===== config.mk =====
export PLATFORM = sky130hd
export DESIGN_NAME = rv_instr_encoder
export DESIGN_NICKNAME = d
export VERILOG_FILES = /design/src/rtl/rv_instr_encoder.sv
export SDC_FILE = /design/constraint.sdc
export NUM_CORES = 1
export LEC_CHECK = 0
export ABC_AREA = 1
export CORE_MARGIN = 2
export CORE_UTILIZATION = 32
export CTS_BUF_LIST = sky130_fd_sc_hd__clkbuf_2 sky130_fd_sc_hd__clkbuf_4 sky130_fd_sc_hd__clkbuf_8
export DETAILED_ROUTE_END_ITERATION = 8
export PLACE_DENSITY = 0.6
export SETUP_SLACK_MARGIN = 0.1
export SYNTH_ARGS = -nofsm -noshare
export SYNTH_HDL_FRONTEND = slang
export SYNTH_SLANG_ARGS = --single-unit

===== constraint.sdc =====
create_clock -name clk -period 3.4 [get_ports clk]
set_input_delay 0.68 -clock clk [delete_from_list [all_inputs] [get_ports clk]]
set_output_delay 0.68 -clock clk [all_outputs]
set_load 0.01 [all_outputs]

===== src/rtl/rv_instr_encoder.sv =====
// rv_instr_encoder: packs decoded RV32I fields into instruction words behind an
// output register plus skid buffer, flagging illegal bundles and counting output words.
module rv_instr_encoder #(
  parameter int CNT_W = 16
) (
  input  logic             clk,
  input  logic             reset_n,
  input  logic             in_valid,
  output logic             in_ready,
  input  logic [2:0]       in_class,
  input  logic [4:0]       in_rd,
  input  logic [4:0]       in_rs1,
  input  logic [4:0]       in_rs2,
  input  logic [2:0]       in_funct3,
  input  logic [6:0]       in_funct7,
  input  logic [31:0]      in_imm,
  output logic             out_valid,
  input  logic             out_ready,
  output logic [31:0]      out_instr,
  output logic             out_err,
  output logic             err_sticky,
  input  logic             err_clear,
  output logic [CNT_W-1:0] instr_count
);
  logic [31:0] enc_instr, new_instr;
  logic enc_err, i_ok, b_ok, j_ok, u_ok, sh_ok, is_shift;
  logic accept, drain, load_o;
  logic o_valid_q, o_valid_d, o_err_q, o_err_d;
  logic s_valid_q, s_valid_d, s_err_q, s_err_d;
  logic err_sticky_q, err_sticky_d;
  logic [31:0] o_instr_q, o_instr_d, s_instr_q, s_instr_d;
  logic [CNT_W-1:0] cnt_q, cnt_d;

  // Range checks reduce to sign-extension tests on the upper bits.
  always_comb begin
    i_ok = &in_imm[31:11] | ~|in_imm[31:11];
    b_ok = (&in_imm[31:12] | ~|in_imm[31:12]) & ~in_imm[0];
    j_ok = (&in_imm[31:20] | ~|in_imm[31:20]) & ~in_imm[0];
    u_ok = ~|in_imm[11:0];
    sh_ok = ~|in_imm[31:5];
    is_shift = in_funct3[1:0] == 2'b01;
    enc_instr = 32'h0;
    enc_err = 1'b0;
    case (in_class)
      3'd0: begin
        enc_instr = {in_imm[11:0], in_rs1, 3'b010, in_rd, 7'b0000011};
        enc_err = !i_ok;
      end
      3'd1: begin
        enc_instr = {in_imm[11:5], in_rs2, in_rs1, 3'b010, in_imm[4:0], 7'b0100011};
        enc_err = !i_ok;
      end
      3'd2: enc_instr = {in_funct7, in_rs2, in_rs1, in_funct3, in_rd, 7'b0110011};
      3'd3: begin
        enc_instr = {in_imm[12], in_imm[10:5], in_rs2, in_rs1, in_funct3, in_imm[4:1], in_imm[11], 7'b1100011};
        enc_err = !b_ok;
      end
      3'd4: begin
        enc_instr = is_shift ? {in_funct7, in_imm[4:0], in_rs1, in_funct3, in_rd, 7'b0010011}
                             : {in_imm[11:0], in_rs1, in_funct3, in_rd, 7'b0010011};
        enc_err = is_shift ? !sh_ok : !i_ok;
      end
      3'd5: begin
        enc_instr = {in_imm[20], in_imm[10:1], in_imm[11], in_imm[19:12], in_rd, 7'b1101111};
        enc_err = !j_ok;
      end
      3'd6: begin
        enc_instr = {in_imm[31:12], in_rd, 7'b0110111};
        enc_err = !u_ok;
      end
      default: begin
        enc_instr = {in_imm[31:12], in_rd, 7'b0010111};
        enc_err = !u_ok;
      end
    endcase
    new_instr = enc_err ? 32'h0000_0013 : enc_instr;
  end

  // O refills whenever it is empty or draining; S only catches a word while O stalls.
  always_comb begin
    accept = in_valid && !s_valid_q;
    drain = o_valid_q && out_ready;
    load_o = drain || !o_valid_q;
    o_valid_d = load_o ? (s_valid_q || accept) : o_valid_q;
    o_instr_d = (load_o && s_valid_q) ? s_instr_q : (load_o && accept) ? new_instr : o_instr_q;
    o_err_d = (load_o && s_valid_q) ? s_err_q : (load_o && accept) ? enc_err : o_err_q;
    s_valid_d = load_o ? 1'b0 : (s_valid_q || accept);
    s_instr_d = (!load_o && accept) ? new_instr : s_instr_q;
    s_err_d = (!load_o && accept) ? enc_err : s_err_q;
    cnt_d = cnt_q + CNT_W'(drain);
    err_sticky_d = (drain && o_err_q) || (err_sticky_q && !err_clear);
  end

  always_ff @(posedge clk) begin
    if (!reset_n) begin
      o_valid_q <= 1'b0;
      o_instr_q <= 32'h0;
      o_err_q <= 1'b0;
      s_valid_q <= 1'b0;
      s_instr_q <= 32'h0;
      s_err_q <= 1'b0;
      cnt_q <= '0;
      err_sticky_q <= 1'b0;
    end else begin
      o_valid_q <= o_valid_d;
      o_instr_q <= o_instr_d;
      o_err_q <= o_err_d;
      s_valid_q <= s_valid_d;
      s_instr_q <= s_instr_d;
      s_err_q <= s_err_d;
      cnt_q <= cnt_d;
      err_sticky_q <= err_sticky_d;
    end
  end

  assign in_ready = !s_valid_q;
  assign out_valid = o_valid_q;
  assign out_instr = o_instr_q;
  assign out_err = o_err_q;
  assign err_sticky = err_sticky_q;
  assign instr_count = cnt_q;
endmodule


; Word-level counts from Yosys, hierarchy flattened
; Cells that the tools add are included.
[word_totals]
out_inout_bits = 52
register_bits = 85
word_cells = 64
[classes]
bitwise = 7
reduce_logical = 32
n_eq_ne = 7
n_addsub = 1
n_mux = 9
[ops]
columns = op, count
row1 = one-hot mux 32 bit (7 select lines), 1
row2 = two-way mux 32 bit, 4
row3 = OR reduction 27 bit, 1
row4 = OR reduction 12 bit, 2
row5 = AND reduction 21 bit, 1
row6 = OR reduction 21 bit, 1
row7 = AND reduction 20 bit, 1
row8 = OR reduction 20 bit, 1
row9 = adder 16 x 1 -> 16 bit, 1
row10 = AND reduction 12 bit, 1
row11 = logical NOT 1 bit, 10
row12 = equality test 3 bit (second input constant), 3
row13 = logical AND 1 bit, 7
row14 = equality test 3 x 2 -> 1 bit (second input constant), 2
row15 = one-hot mux 1 bit (5 select lines), 1
row16 = OR reduction 2 bit, 2
row17 = equality test 3 x 1 -> 1 bit (second input constant), 1
row18 = logical NOT 3 bit, 1
row19 = logical OR 1 bit, 3
row20 = two-way mux 1 bit, 3
row21 = bitwise OR 1 bit, 3
row22 = AND 1 bit, 2
row23 = equality test 2 x 1 -> 1 bit (second input constant), 1
row24 = NOT 1 bit, 2
row25 = nonzero test 2 bit, 1

; Logic depth before layout (Yosys ltp)
; Gate-level depths: netlist of the first run.
[depth]
ltp_word = 9
depth_mapped = 16

; Worst setup path after synthesis of the first run
; Ideal clock, no wire load.
[synth_path]
kind = input to register
start = in out_ready
end = reg cnt_q[14], in the netlist instr_count[14]
required_time_ns = 3.281
n_path_buf = 0
arrival_ns = 2.134
cell_stages = 15
path_slack_ns = 1.146
setup_time_ns = 0.119
path_cell_list = nand2_1 -> inv_1 -> ha_1 -> ha_1 -> nand2_1 -> nor2_1 -> inv_1 -> nor3_1 -> nand3_1 -> nor2_1 -> nand2_1 -> inv_1 -> nand4_1 -> o21ai_0 -> a21oi_1
[synth_between]
elab_chain_len = 2
[synth_lines]
columns = item, line_no
row1 = "start, declared", 18  ; input logic out_ready,
row2 = logical AND 1 bit, 82  ; drain = o_valid_q && out_ready;
row3 = adder 16 x 1 -> 16 bit, 90  ; cnt_d = cnt_q + CNT_W'(drain);
row4 = "end signal, assigned", 111  ; cnt_q <= cnt_d;
row5 = "end, declared", 32  ; logic [CNT_W-1:0] cnt_q, cnt_d;
; No other way between the ends.
; A chain may end at the register's enable or synchronous reset.

; Worst setup path after layout of the first run
[layout_path]
start = reg s_valid_q
end = out in_ready
[layout_between]
elab_chain_len = 1
[layout_lines]
columns = item, line_no
row1 = "start, declared", 29  ; logic s_valid_q, s_valid_d, s_err_q, s_err_d;
row2 = "start signal, assigned", 108  ; s_valid_q <= s_valid_d;
row3 = logical NOT 1 bit, 116  ; assign in_ready = !s_valid_q;
row4 = "end, declared", 9  ; output logic in_ready,
; No other way between the ends.

==> flow_metrics.env, run 1 <==
export IMPL_status="complete, no violations"
export IMPL_drc_errors=0
export IMPL_wl_per_cell_um=13.4
export IMPL_post_cts_buffers=0
export IMPL_cap_viol_max_count=0
export IMPL_clk_pin_slew_worst_paths_ns=0.09
export IMPL_synth_compound_area_frac=0.170
export IMPL_cp_end_kind="output pin"
export IMPL_setup_viol=0
export IMPL_dr_pass1_iters=5
export IMPL_synthAdderAreaFrac=0.00572
export IMPL_dpl_cell_area_sq_mm=0.00567
export IMPL_insertedDiodeCount=0
export IMPL_final_core_utilization=0.443
export IMPL_antenna_found_initial=0
export IMPL_dpl_hpwl_mm=9.84
export IMPL_hold_viol_final=0
export IMPL_yosysWarnings=0
export IMPL_synth_xor_xnor_area_share=0
export IMPL_wl_mm=13.3
export IMPL_place_port_buffers=116
export IMPL_grt_max_degree=43
export IMPL_synthMuxAreaShare=0
export IMPL_rsz0062_at_grt="no"
export IMPL_synth_distinct_cells=32
export IMPL_holdCritStartpoint="s_instr_q[1]"
export IMPL_slew_viol_final=0
export IMPL_clockRootBuffer="clkbuf_8"
export IMPL_crit_buf_inv=2
export IMPL_viasPerCell=4.85
export IMPL_fp_dieH_um=121
export IMPL_yosys_area_share_simple=0.351
export IMPL_cts_resized=0
export IMPL_synth_top_area_frac=0.380
export IMPL_final_nets=878
export IMPL_final_area_sq_mm=0.00589
export IMPL_cpLargestDelayFamily="buffers and inverters"
export IMPL_clockBufferDepth=2
export IMPL_final_cells=992
export IMPL_synthCells=710
export IMPL_synth_top_family_by_area="simple AND/OR/NAND/NOR gates"
export IMPL_fin_ws_ns=0.831
export IMPL_slowest_stage="clkdlybuf4s50_1"
export IMPL_final_common_cell="nand2_1"
export IMPL_ant_nets=0
export IMPL_fmax_mhz=389
export IMPL_cts_made_buffers=9
export IMPL_final_cell_mix="222 x nand2_1, 125 x nor2_1, 116 x clkdlybuf4s50_1"
export IMPL_clock_sinks=83
export IMPL_dieArea_sq_mm=0.0146
export IMPL_path_cells="inv_2 > clkdlybuf4s50_1"
export IMPL_clk_latency_ns=0.37
export IMPL_synth_top_area_cell="dfxtp_1"
export IMPL_cts_tree="done"
export IMPL_power_mw=2.22
export IMPL_post_route_period_util=0.756
export IMPL_dpl_worst_slack_ns=0.475
export IMPL_coreArea_sq_mm=0.0133
export IMPL_placed_cells=976
export IMPL_required_ns=2.72
export IMPL_synth_seq_area_share=0.380
export IMPL_avgSynthCellArea_sq_um=6.16
export IMPL_syn_area_sq_mm=0.00438
export IMPL_worst_ir_drop_vdd_uv=236
export IMPL_grt_usage=0.191
export IMPL_start_util=0.329
export IMPL_gp_congestion=0.863
export IMPL_syn_nets=777
export IMPL_min_path_type="reg -> reg"
export IMPL_reg2reg_from="s_valid_q"
export IMPL_hold_slack_ns=0.465
export IMPL_r2r_slack_ns=1.21
export IMPL_grt_pass1_wl_mm=22.4
export IMPL_htreeDepth=3
export IMPL_via_count=4816
export IMPL_ios=117
export IMPL_cts_hold_buf=0
export IMPL_layout_drive_gt1_share=0.0392
export IMPL_critPathKind="reg -> out"
export IMPL_cp_startpoint="s_valid_q"
export IMPL_setup_tns_final_ns=0
export IMPL_critPathMaxFanout=34
export IMPL_first_global_vias=4699
export IMPL_syn_to_final_growth_pct=34.7
export IMPL_synth_seq_cells=83
export IMPL_maxSlewHeadroom=0.313
export IMPL_grt_overflow=0
export IMPL_max_stage_delay_ns=0.66
export IMPL_clock_skew_ns=0.0121
export IMPL_core_rowCount=42
export IMPL_drtIter0Drc=301
export IMPL_die_w_um=121
export IMPL_critPathLaunchType="register"
export IMPL_yosys_top_cells_area="dfxtp_1 38%, nand2_1 19%, nor2_1 11%, a21oi_1 8.7%, inv_1 5.2%"
export IMPL_worst_slew_pin_slew_ns=1.03
export IMPL_powerDensity_mw_per_mm2=377
export IMPL_min_period_ns=2.57
export IMPL_crit_arrival_ns=1.89
export IMPL_power_leakage_nw=2.58
-- kinds of logic after synthesis --
logic type,count (synthesis)
DFF,83
adders and majority gates,2
AOI/OAI and AO/OA,137
and+or+nand+nor,389
buffers and inverters,99
-- flip-flops by register name, summed over array words and instances, names as in the netlist --
signal,count
out_instr,31
s_instr_q,31
instr_count,16
err_sticky,1
out_err,1
out_valid,1
s_err_q,1
s_valid_q,1
-- synth_stat cells --
| cell type | count |
|---|---|
| a21oi_1 | 76 |
| a221oi_1 | 1 |
| and3_2 | 2 |
| buf_1 | 3 |
| buf_2 | 3 |
| buf_4 | 2 |
| buf_6 | 3 |
| clkbuf_1 | 21 |
| clkinv_1 | 3 |
| dfxtp_1 | 83 |
| ha_1 | 2 |
| inv_1 | 61 |
| inv_2 | 3 |
| nand2_1 | 222 |
| nand2_2 | 2 |
| nand2_4 | 1 |
| nand3_1 | 20 |
| nand4_1 | 6 |
| nor2_1 | 125 |
| nor2_2 | 1 |
| nor3_1 | 8 |
| nor4_1 | 2 |
| o2111ai_1 | 1 |
| o211ai_1 | 3 |
| o21a_1 | 1 |
| o21ai_0 | 41 |
| o21ai_1 | 2 |
| o221ai_1 | 8 |
| o22a_1 | 1 |
| o22ai_1 | 1 |
| o31a_1 | 1 |
| o32ai_1 | 1 |
-- worst min-delay path: cells and delay by family (launching register included) --
kind	cells	cell delay [ns]
AOI/OAI and AO/OA	1	0.06
DFF	1	0.31
buffers and inverters	1	0.06
-- power breakdown --
part / switching [mW] / leakage, nW / internal [mW]
Combinational: 0.224 / 1.80 / 0.176
Clock: 0.375 / 0.110 / 0.423
Sequential: 0.0186 / 0.674 / 1.01
-- worst paths after layout --
kind | endpoint | cells past startpoint
worst min-delay path | s_instr_q[1] | 2
worst min register to register | s_instr_q[1] | 2
worst max register to register | s_instr_q[5] | 6
worst max-delay path | in_ready | 2
-- per-layer routing --
layer  vias to the layer above  global-route usage  part of all wire
met3                        22              0.0437             0.050
met1                      2192               0.243              0.46
met2                       134               0.312              0.47
met4                         0              0.0734             0.023
met5                         -                   0                 0
li1                       2468                   -                 -
-- final cells by class --
type | instances | area, sq um
fill | 1397 | 7400
multi-input combinational | 528 | 2320
sequential | 83 | 1660
timing repair buffer | 122 | 1220
inverter | 67 | 251
tap | 176 | 220
clock buffer | 10 | 131
clock inverter | 6 | 90.1
(Power assumes the default switching activity.)
==> run 2, diff against run 1 <==
==> constraint.sdc (replaced) <==
create_clock -name clk -period 2.48 [get_ports clk]
set_input_delay 0.496 -clock clk [delete_from_list [all_inputs] [get_ports clk]]
set_output_delay 0.496 -clock clk [all_outputs]
set_load 0.01 [all_outputs]
==> run 2 against run 1 <==
Compared with the run above:
- global-route usage grew 0.059 points
- clock skew barely moved
- design area up 8.1%
- sequential power rose by 37%
- total power increased by 40%
- count of clock-buffer cells in the layout did not move
- worst hold slack better by 0.0023 ns
- setup slack worse by 0.62 ns
- sequential cell count did not move
- via count grew 4.1%
- clock power up 37%
==> flow_metrics.env, run 2 (synthesis gave the netlist of run 1 again) <==
export IMPL_status="complete, no violations"
export IMPL_p_clk_frac=0.349
export IMPL_powerDensity_mw_per_mm2=489
export IMPL_fp_dieH_um=121
export IMPL_slew_viol_final=0
export IMPL_final_area_sq_mm=0.00637
export IMPL_die_w_um=121
export IMPL_fillers=1367
export IMPL_antenna_found_initial=0
export IMPL_drc_errors=0
export IMPL_dpl_cell_area_sq_mm=0.00610
export IMPL_power_leakage_nw=2.86
export IMPL_clk_latency_ns=0.38
export IMPL_fin_ws_ns=0.210
export IMPL_required_ns=2.75
export IMPL_first_global_vias=4683
export IMPL_final_common_cell="nand2_1"
export IMPL_clk_pin_slew_worst_paths_ns=0.09
export IMPL_ios=117
export IMPL_clockBufferDepth=2
export IMPL_multi_input_area_sq_mm=0.00236
export IMPL_post_route_period_util=0.915
export IMPL_coreArea_sq_mm=0.0133
export IMPL_cts_made_buffers=9
export IMPL_cts_tree="done"
export IMPL_place_port_buffers=116
export IMPL_swShare=0.275
export IMPL_via_count=5014
export IMPL_p_int_mw=2.26
export IMPL_cap_viol_max_count=0
export IMPL_setup_viol=0
export IMPL_dr_pass1_iters=5
export IMPL_maxSlewHeadroom=0.682
export IMPL_final_nets=930
export IMPL_hold_viol_final=0
export IMPL_worst_ir_drop_vdd_uv=326
export IMPL_wl_mm=13.7
export IMPL_htreeDepth=3
export IMPL_core_rowCount=42
export IMPL_insertedDiodeCount=0
export IMPL_critPathMaxFanout=3
export IMPL_r2r_slack_ns=0.43
export IMPL_rsz0062_at_grt="yes"
export IMPL_start_util=0.329
export IMPL_critPathLaunchType="input pin"
export IMPL_regArea_sq_mm=0.00166
export IMPL_cp_end_kind="register"
export IMPL_clockRootBuffer="clkbuf_8"
export IMPL_clock_sinks=83
export IMPL_drtIter0Drc=391
export IMPL_viasPerCell=4.80
export IMPL_dieArea_sq_mm=0.0146
export IMPL_grt_usage=0.191
export IMPL_grt_max_degree=63
export IMPL_clock_skew_ns=0.0116
export IMPL_gp_congestion=0.814
export IMPL_min_period_ns=2.27
export IMPL_dpl_worst_slack_ns=-0.280
export IMPL_grt_pass1_wl_mm=22.3
export IMPL_final_cell_mix="221 x nand2_1, 123 x nor2_1, 116 x clkdlybuf4s50_1"
export IMPL_grt_overflow=0
export IMPL_critPathKind="in -> reg"
export IMPL_syn_to_final_growth_pct=45.6
export IMPL_combPwrFrac=0.200
export IMPL_dpl_hpwl_mm=10.4
export IMPL_ant_nets=0
export IMPL_fmax_mhz=441
export IMPL_seq_power_share=0.451
export IMPL_crit_arrival_ns=2.54
export IMPL_p_sw_mw=0.858
export IMPL_layout_drive_gt1_share=0.107
export IMPL_min_path_type="reg -> reg"
export IMPL_worst_slew_pin_slew_ns=0.477
export IMPL_wl_per_cell_um=13.1
[run 2: cell types whose count changed in the layout (fill, tap and decap cells not counted), moves of 2 or more]
cell,delta
buf_12,+4
ha_1,-2
buf_4,+48
nor2_1,-2
inv_2,+2
nor2_2,+2
inv_1,-2
[run 2: through the flow]
step	TNS [ns]	cells	power (mW)	hold WS [ns]	util
after floorplan	0	710	1.72	0.436	-
after detailed placement	-1.13	1026	2.06	0.458	0.459
after global routing	0	1044	3.28	0.478	0.479
final	0	1044	3.12	0.467	0.479
after CTS	0	1042	3.16	0.471	0.475
after global placement	-0.514	1026	2.05	0.445	0.459
[run 2: cell type report]
type,count,area share
sequential,83,0.261
clock inverter,6,0.0141
tap,176,0.0346
clock buffer,10,0.0206
multi-input combinational,528,0.370
inverter,67,0.0395
timing repair buffer,174,0.260
[run 2: power groups by stage]
stage	Sequential (mW)	Combinational [mW]	Clock, mW
after floorplan	1.45	0.279	0
after global placement	1.44	0.614	0
after detailed placement	1.44	0.621	0
after CTS	1.41	0.624	1.13
after global routing	1.41	0.690	1.18
final	1.41	0.623	1.09
[run 2: worst max-delay path, stage by stage]
cell and delay [ns]:
clkdlybuf4s50_1 0.47, nand2_1 0.07, inv_2 0.06, ha_2 0.19
ha_4 0.14, nand2_2 0.07, nor2_2 0.12, inv_2 0.06
nor3_4 0.20, nand3_2 0.10, nor2_1 0.12, nand2_1 0.07
inv_1 0.07, nand4_1 0.10, o21ai_1 0.15, a21oi_1 0.05
[run 2: what timing repair did]
| item | in CTS | in global routing |
|---|---|---|
| resized for setup | 0 | 12 |
| setup buffers | 0 | 2 |
| endpoints found under the setup margin | 0 | 7 |
| hold buffers | 0 | 0 |
[run 2: path summary, 6_finish.rpt]
kind / start / end / cells past startpoint
worst max-delay path: out_ready / instr_count[14] / 16
worst min-delay path: out_instr[29] / out_instr[29] / 2
worst max register to register: out_valid / instr_count[14] / 15
worst min register to register: out_instr[29] / out_instr[29] / 2
[run 2: per-layer routing]
layer	global-route usage	vias to the layer above	wire length [um]
met2	0.322	138	6630
li1	-	2579	-
met1	0.240	2282	6180
met5	0	-	0
met3	0.0489	15	715
met4	0.0560	0	205
==> run 3, diff against run 2 <==
--- a/config.mk
+++ b/config.mk
@@ -12,6 +12,7 @@
 export DETAILED_ROUTE_END_ITERATION = 8
 export PLACE_DENSITY = 0.6
 export SETUP_SLACK_MARGIN = 0.1
+export SLEW_MARGIN = 10
 export SYNTH_ARGS = -nofsm -noshare
 export SYNTH_HDL_FRONTEND = slang
 export SYNTH_SLANG_ARGS = --single-unit
==> results of run 3 <==
No change in the layout: final DEF, timing and power equal those of run 2.
